--- src/rtl/branch_predictor_bht_pkg.sv ---
// Shared definitions for the branch history table: 2-bit counter encodings,
// the table reset value and PC-to-index extraction.
package branch_predictor_bht_pkg;

   localparam logic [1:0] SNT = 2'b00;
   localparam logic [1:0] WNT = 2'b01;
   localparam logic [1:0] WT  = 2'b10;
   localparam logic [1:0] ST  = 2'b11;

   localparam logic [1:0] BHT_INIT = WNT;

   localparam int MAX_INDEX_BITS = 16;

   // PCs are word aligned, so the index starts at bit 2; upper bits alias freely.
   function automatic logic [MAX_INDEX_BITS-1:0] bht_index(input logic [63:0] pc,
                                                           input int unsigned index_bits);
      logic [63:0] mask;
      mask = (64'd1 << index_bits) - 64'd1;
      return MAX_INDEX_BITS'((pc >> 2) & mask);
   endfunction

endpackage

--- src/rtl/branch_predictor_bht_sat_counter2.sv ---
// Single 2-bit saturating counter, resets to weakly not-taken.
// Updates on the clock edge after inc_i/dec_i; inc_i wins if both are high.
module sat_counter2
   import branch_predictor_bht_pkg::*;
(
   input  logic       clk,
   input  logic       rst,
   input  logic       inc_i,
   input  logic       dec_i,
   output logic [1:0] cnt_o
);

   logic [1:0] cnt_q;
   logic [1:0] cnt_d;

   always_comb begin
      cnt_d = cnt_q;
      if (inc_i) begin
         if (cnt_q != ST) cnt_d = cnt_q + 2'd1;
      end else if (dec_i) begin
         if (cnt_q != SNT) cnt_d = cnt_q - 2'd1;
      end
   end

   always_ff @(posedge clk or posedge rst) begin
      if (rst) cnt_q <= BHT_INIT;
      else     cnt_q <= cnt_d;
   end

   assign cnt_o = cnt_q;

endmodule

--- src/rtl/branch_predictor_bht.sv ---
// 2-bit saturating-counter BHT: zero-latency lookup for the fetch PC, training
// from resolved EXE branches, plus saturating branch/mispredict statistics.
module branch_predictor_bht
   import branch_predictor_bht_pkg::*;
#(
   parameter int INDEX_BITS = 6,
   parameter int ADDR_W     = 32,
   parameter int CNT_W      = 32
) (
   input  logic              clk,
   input  logic              rst,
   input  logic [ADDR_W-1:0] pc_fetch,
   output logic              prediction_out,
   input  logic              upd_en,
   input  logic [ADDR_W-1:0] upd_pc,
   input  logic              upd_taken,
   input  logic              upd_predicted,
   output logic              mispredict_out,
   output logic [CNT_W-1:0]  branch_count,
   output logic [CNT_W-1:0]  mispredict_count
);

   localparam int ENTRIES = 1 << INDEX_BITS;

   logic [INDEX_BITS-1:0] fetch_idx;
   logic [INDEX_BITS-1:0] upd_idx;
   logic [1:0]            entry_w [ENTRIES];

   assign fetch_idx = INDEX_BITS'(bht_index(64'(pc_fetch), INDEX_BITS));
   assign upd_idx   = INDEX_BITS'(bht_index(64'(upd_pc), INDEX_BITS));

   // Enables are gated by upd_en first so X on the other update inputs stays harmless.
   for (genvar g = 0; g < ENTRIES; g++) begin : g_entry
      logic hit;
      assign hit = upd_en && (upd_idx == INDEX_BITS'(g));

      sat_counter2 u_cnt (
         .clk   (clk),
         .rst   (rst),
         .inc_i (hit &&  upd_taken),
         .dec_i (hit && !upd_taken),
         .cnt_o (entry_w[g])
      );
   end

   // Reads registered state only: a same-cycle update is seen from the next cycle.
   assign prediction_out = (entry_w[fetch_idx] >= WT);

   logic             mispredict;
   logic             mispredict_q;
   logic             mispredict_d;
   logic [CNT_W-1:0] branch_count_q;
   logic [CNT_W-1:0] branch_count_d;
   logic [CNT_W-1:0] mispredict_count_q;
   logic [CNT_W-1:0] mispredict_count_d;

   assign mispredict = upd_en && (upd_taken ^ upd_predicted);

   always_comb begin
      branch_count_d     = branch_count_q;
      mispredict_count_d = mispredict_count_q;
      mispredict_d       = mispredict;
      if (upd_en) begin
         if (branch_count_q != {CNT_W{1'b1}})
            branch_count_d = branch_count_q + CNT_W'(1);
         if (mispredict && (mispredict_count_q != {CNT_W{1'b1}}))
            mispredict_count_d = mispredict_count_q + CNT_W'(1);
      end
   end

   always_ff @(posedge clk or posedge rst) begin
      if (rst) begin
         mispredict_q       <= 1'b0;
         branch_count_q     <= '0;
         mispredict_count_q <= '0;
      end else begin
         mispredict_q       <= mispredict_d;
         branch_count_q     <= branch_count_d;
         mispredict_count_q <= mispredict_count_d;
      end
   end

   assign mispredict_out   = mispredict_q;
   assign branch_count     = branch_count_q;
   assign mispredict_count = mispredict_count_q;

endmodule

--- config.mk ---
export PLATFORM = sky130hd
export DESIGN_NAME = branch_predictor_bht
export DESIGN_NICKNAME = d
export VERILOG_FILES = /design/src/rtl/branch_predictor_bht_pkg.sv /design/src/rtl/branch_predictor_bht_sat_counter2.sv /design/src/rtl/branch_predictor_bht.sv
export SDC_FILE = /design/constraint.sdc
export NUM_CORES = 1
export LEC_CHECK = 0
export CAP_MARGIN = 0
export CORE_ASPECT_RATIO = 1.4
export CORE_MARGIN = 5
export CORE_UTILIZATION = 60
export CTS_CLUSTER_SIZE = 10
export DETAILED_ROUTE_END_ITERATION = 12
export HOLD_SLACK_MARGIN = 0.06
export PLACE_DENSITY = 0.86
export SYNTH_ARGS = -nofsm -noshare
export SYNTH_HDL_FRONTEND = slang
export SYNTH_SLANG_ARGS = --single-unit
--- constraint.sdc ---
create_clock -name clk -period 14.1 [get_ports clk]
set_input_delay 2.82 -clock clk [delete_from_list [all_inputs] [get_ports clk]]
set_output_delay 2.82 -clock clk [all_outputs]
set_load 0.02 [all_outputs]
After elaboration in Yosys (flattened, before gate mapping)

Index checks and enable logic that the tools add are counted.

Output and inout bits: 66
Logic and storage cells: 1107
Bits of input ports: 69
Register bits: 193

Muxes and demuxes: 259
Reduce and logical (&&, ||, !) cells: 454
Equality and inequality tests: 193
Add/sub/neg operators: 130
Bitwise gates (word level): 2
$lt $le $gt $ge: 2

Operators with widths:

| kind                                              | number |
|---|---|
| two-way mux 2 bit                                 | 258 |
| nonzero test 2 bit                                | 192 |
| inequality test 2 bit (second input constant)     | 128 |
| logical AND 1 bit                                 | 194 |
| == test 6 bit (second input constant)             | 32 |
| AND reduction 3 bit                               | 64 |
| adder 2 x 1 -> 2 bit (second input constant)      | 64 |
| subtractor 2 x 1 -> 2 bit (second input constant) | 64 |
| == test 6 x 5 -> 1 bit (second input constant)    | 16 |
| adder 32 x 1 -> 32 bit (second input constant)    | 2 |
| inequality test 32 bit (second input constant)    | 2 |
| == test 6 x 4 -> 1 bit (second input constant)    | 8 |
| == test 6 x 3 -> 1 bit (second input constant)    | 4 |
| binary-select mux 2 bit (select 6 bit)            | 1 |
| == test 6 x 2 -> 1 bit (second input constant)    | 2 |
| >= comparator 7 bit (second input constant)       | 1 |
| NOT 6 -> 7 bit                                    | 1 |
| == test 6 x 1 -> 1 bit (second input constant)    | 1 |
| logical NOT 6 bit                                 | 1 |
| AND reduction 2 bit                               | 2 |
| >= comparator 2 bit (second input constant)       | 1 |
| logical NOT 1 bit                                 | 1 |
| XOR 1 bit                                         | 1 |

Depth between registers and ports, before layout

Word-level depth: 5
Depth in mapped cells: 9
Mapped depth without buffers: 6

Modules after synthesis

A second synthesis with hierarchy kept.

Cell total of the unflattened synthesis: 1207
Area total of the unflattened synthesis: 10824.1 µm²

Modules (own cells, without submodules):

| module               | times used | cells an instance | area an instance (µm²) | sequential area each (µm²) |
|---|---|---|---|---|
| sat_counter2         | 64         | 11                | 101.3                  | 51.3 |
| branch_predictor_bht | 1          | 503               | 4337.9                 | 1626.6 |

Worst setup path before layout

No wires, ideal clock.

Path kind: input port to output port
From: input port pc_fetch[3]
To: output port prediction_out
Path slack: 6.883 ns
Required time: 11.280 ns
Data arrival time: 4.397 ns
Path buffers: 2
Stages: 7
Cell sequence: buf_2 -> buf_4 -> mux4_2 -> mux2i_1 -> mux2i_1 -> nor3b_1 -> nor4_1

Longest elaborated chain between the ends: 5

Ends and longest elaborated chain:

| element                                              | line                       | source |
|---|---|---|
| from (decl)                                          | branch_predictor_bht.sv:12 | `input logic [ADDR_W-1:0] pc_fetch,` |
| NOT 6 -> 7 bit (not written as such)                 | branch_predictor_bht.sv:47 | `assign prediction_out = (entry_w[fetch_idx] >= WT);` |
| binary-select mux 2 bit (select 6 bit)               | branch_predictor_bht.sv:47 |  |
| two-way mux 2 bit (not written as such) (2 in a row) | branch_predictor_bht.sv:47 |  |
| >= comparator 2 bit                                  | branch_predictor_bht.sv:47 |  |
| to (decl)                                            | branch_predictor_bht.sv:13 | `output logic prediction_out,` |

Every way passes these cells. The select of a mux whose other input is x is not followed.

Worst setup path in the final report

Ends and elaborated chain as after synthesis.

==> impl_metrics.env <==
export IMPL_synth_edf_count=0
export IMPL_leakage_nw=4.68
export IMPL_cts_root_buf="clkbuf_16"
export IMPL_crit_path_end_kind="output port"
export IMPL_synth_common_cells="a21oi_1, dfrtp_1, nor2_1, o21ai_0, nand2_1"
export IMPL_finalHoldViolCount=0
export IMPL_p_seq_share_pct=48.4
export IMPL_syn_area_um2=10500
export IMPL_met3_usage_pct=5.19
export IMPL_min_from="g_entry[37].u_cnt.cnt_o[0]$_DFFE_PP1P_"
export IMPL_clock_latency_ns=0.43
export IMPL_grt_max_degree=154
export IMPL_grt_pass1_wl_mm=41.4
export IMPL_place_congestion=0.823
export IMPL_ant_nets=0
export IMPL_final_util_pct=69.4
export IMPL_max_cap_viol_count=0
export IMPL_power_frac_comb_pct=14.5
export IMPL_holdPathEnd="g_entry[37].u_cnt.cnt_o[0]$_DFFE_PP1P_"
export IMPL_switching_share_pct=27.0
export IMPL_required_ns=11.28
export IMPL_timing_rr_start="branch_count[0]$_DFFE_PP0P_"
export IMPL_coreArea_um2=17300
export IMPL_fin_crit_sh_pct=61.0
export IMPL_rows=57
export IMPL_final_seq_area_um2=4910
export IMPL_ys_warnings_count=0
export IMPL_tns_ns=0
export IMPL_r2r_slack_ns=11.67
export IMPL_drc=0
export IMPL_num_fill_cells=1326
export IMPL_switchingPower_w=0.000362
export IMPL_startpoint_type="input pin"
export IMPL_skew_ns=0.00832
export IMPL_die_h_um=167
export IMPL_area_growth_pct=14.1
export IMPL_synthArstFlopShare_pct=100
export IMPL_multi_input_area_um2=5210
export IMPL_worst_slew_pin_slew_ns=1.15
export IMPL_grt_overflow_total=0
export IMPL_rsz0062_at_grt="false"
export IMPL_ctsResizeCount=0
export IMPL_p_clk_share_pct=37.1
export IMPL_grtUsageMet1_pct=31.8
export IMPL_maxSlewViolCount=0
export IMPL_drt_initial_drc_count=758
export IMPL_synth_distinct_cells=52
export IMPL_max_vdd_ir_drop_mv=0.114
export IMPL_antennaDiodeCount=0
export IMPL_ys_ff_latch=193
export IMPL_crit_type="in -> out"
export IMPL_slew_headroom_pct=23.5
export IMPL_drt_total_wl_mm=24.6
export IMPL_synth_most_common_cell="a21oi_1"
export IMPL_dp_hpwl_mm=16.1
export IMPL_viasPerCell=6.22
export IMPL_io_pins=135
export IMPL_clkTransAtPathRegs_ns=0.07
export IMPL_period_minus_slack_ns=8.60
export IMPL_grt_usage_pct=24.8
export IMPL_hp_class="reg -> reg"
export IMPL_cts_tree="yes"
export IMPL_grt_antenna_before_repair=0
export IMPL_htree_levels=4
export IMPL_p_per_area_nw_per_um2=111
export IMPL_fmax_ghz=0.116
export IMPL_setup_viol=0
export IMPL_postCtsSetupRepairBufs=0
export IMPL_initial_core_util_pct=60.8
export IMPL_synth_flop_cell="dfrtp_1"
export IMPL_wl_per_cell_um=17.3
export IMPL_clock_path_buffers=2
export IMPL_synth_area_leader_cell="dfrtp_1"
export IMPL_drive_above_1_share_pct=13.2
export IMPL_synth_area_leaders="dfrtp_1, dfstp_2, a21oi_1"
export IMPL_use_met2_pct=41.2
export IMPL_first_pass_iters=5
export IMPL_num_vias=8841
export IMPL_hold_depth=1
export IMPL_nets=1243
export IMPL_gr_max_usage_layer="met2"
export IMPL_syn_inst=1131
export IMPL_hold_buffers=0
export IMPL_synth_top_area_share_pct=30.6
export IMPL_syn_nets=1202
export IMPL_numCtsBuffers=17
export IMPL_cts_sinks=193
export IMPL_die_area_um2=20400
export IMPL_reg2reg_depth=6
export IMPL_reg2reg_to="branch_count[1]$_DFFE_PP0P_"
export IMPL_die_x_um=122
export IMPL_crit_arrival_ns=5.78
export IMPL_cell_internal_pwr_w=0.000976
export IMPL_ys_seq_area_share_pct=46.6
export IMPL_grt_pass1_vias=8641
export IMPL_cp_max_fo=15
export IMPL_avgSynthCellArea_um2=9.32
export IMPL_numPortBuffers=82
export IMPL_run_status="finished clean"
area by class of cell:
class                           count  share of cell area (%)
Multi-Input combinational cell    832                    43.3
Sequential cell                   193                    40.8
Timing Repair Buffer               86                    7.08
Clock buffer                       22                    3.86
Tap cell                          236                    2.45
Inverter                           42                    1.37
Clock inverter                     10                    1.10
cells by family (layout without fill, tap and decap cells):
kind of cell,Yosys count,count (layout),share of synthesized area [%]
DFF,193,193,46.6
muxes,45,45,6.22
adders and majority gates,2,2,0.237
and+or+nand+nor,408,408,20.2
AOI/OAI and AO/OA,316,316,17.7
xor gates and xnor gates,61,61,5.07
buffers and inverters,106,160,4.00
cells in the final DEF, fill, tap and decap left out, types with 31 or more instances in the layout:
| cell type | netlist | final |
|---|---|---|
| o21ai_0 | 109 | 109 |
| inv_1 | 42 | 41 |
| nor2_1 | 124 | 124 |
| clkdlybuf4s50_1 | 0 | 81 |
| xnor2_1 | 44 | 44 |
| nand3_1 | 36 | 36 |
| dfstp_2 | 64 | 64 |
| a21oi_1 | 140 | 140 |
| nand2_1 | 79 | 79 |
| dfrtp_1 | 129 | 129 |
| or3_1 | 31 | 31 |
power groups by stage:
| stage | clock network [W] | registers, W | logic [W] |
|---|---|---|---|
| after CTS | 0.000505 | 0.000647 | 0.000195 |
| after global routing | 0.000529 | 0.000654 | 0.000213 |
| after global placement | 0 | 0.000653 | 0.000188 |
| after floorplan | 0 | 0.000668 | 0.000102 |
| after detailed placement | 0 | 0.000656 | 0.000193 |
| final | 0.000497 | 0.000648 | 0.000194 |
worst max-delay path, stage by stage:
cell,delay [ns]
clkdlybuf4s50_1,1.08
mux4_2,0.61
mux2i_1,0.30
mux2i_1,0.13
nor3b_1,0.20
nor4_1,0.09
clkdlybuf4s50_1,0.54
layer usage:
layer | share of wire [%] | wire, um
met1 | 42 | 10200
met2 | 50 | 12400
met3 | 5.8 | 1430
met4 | 2.3 | 565
met5 | 0 | 0
state kept, by name, summed over array words and instances, names as in the netlist:
signal               cells
mispredict_out           1
branch_count            32
g_entry.u_cnt.cnt_o    128
mispredict_count        32
per-stage QoR:
| stage | hold WS, ns | cell area, um2 | setup WS, ns | power [W] | instances |
|---|---|---|---|---|---|
| 6_report | 0.484 | 12000 | 5.50 | 0.00134 | 1421 |
| 5_1_grt | 0.491 | 12000 | 5.29 | 0.00140 | 1421 |
| 4_1_cts | 0.483 | 12000 | 5.50 | 0.00135 | 1421 |
| 3_5_place_dp | 0.473 | 11400 | 5.52 | 0.000850 | 1389 |
| 3_3_place_gp | 0.469 | 11400 | 5.52 | 0.000842 | 1389 |
| 2_1_floorplan | 0.464 | 10500 | 6.13 | 0.000770 | 1131 |
how the worst max path moves through the flow:
stage                 from                          end  slack (ns)  cells after the start
2_1_floorplan          rst  branch_count[0]$_DFFE_PP0P_        6.13                      1
3_3_place_gp   pc_fetch[3]               prediction_out        5.52                      7
3_5_place_dp   pc_fetch[3]               prediction_out        5.52                      7
4_1_cts        pc_fetch[3]               prediction_out        5.50                      7
5_1_grt        pc_fetch[3]               prediction_out        5.29                      7
6_report       pc_fetch[3]               prediction_out        5.50                      7
Power figures use the tool's default switching activity.
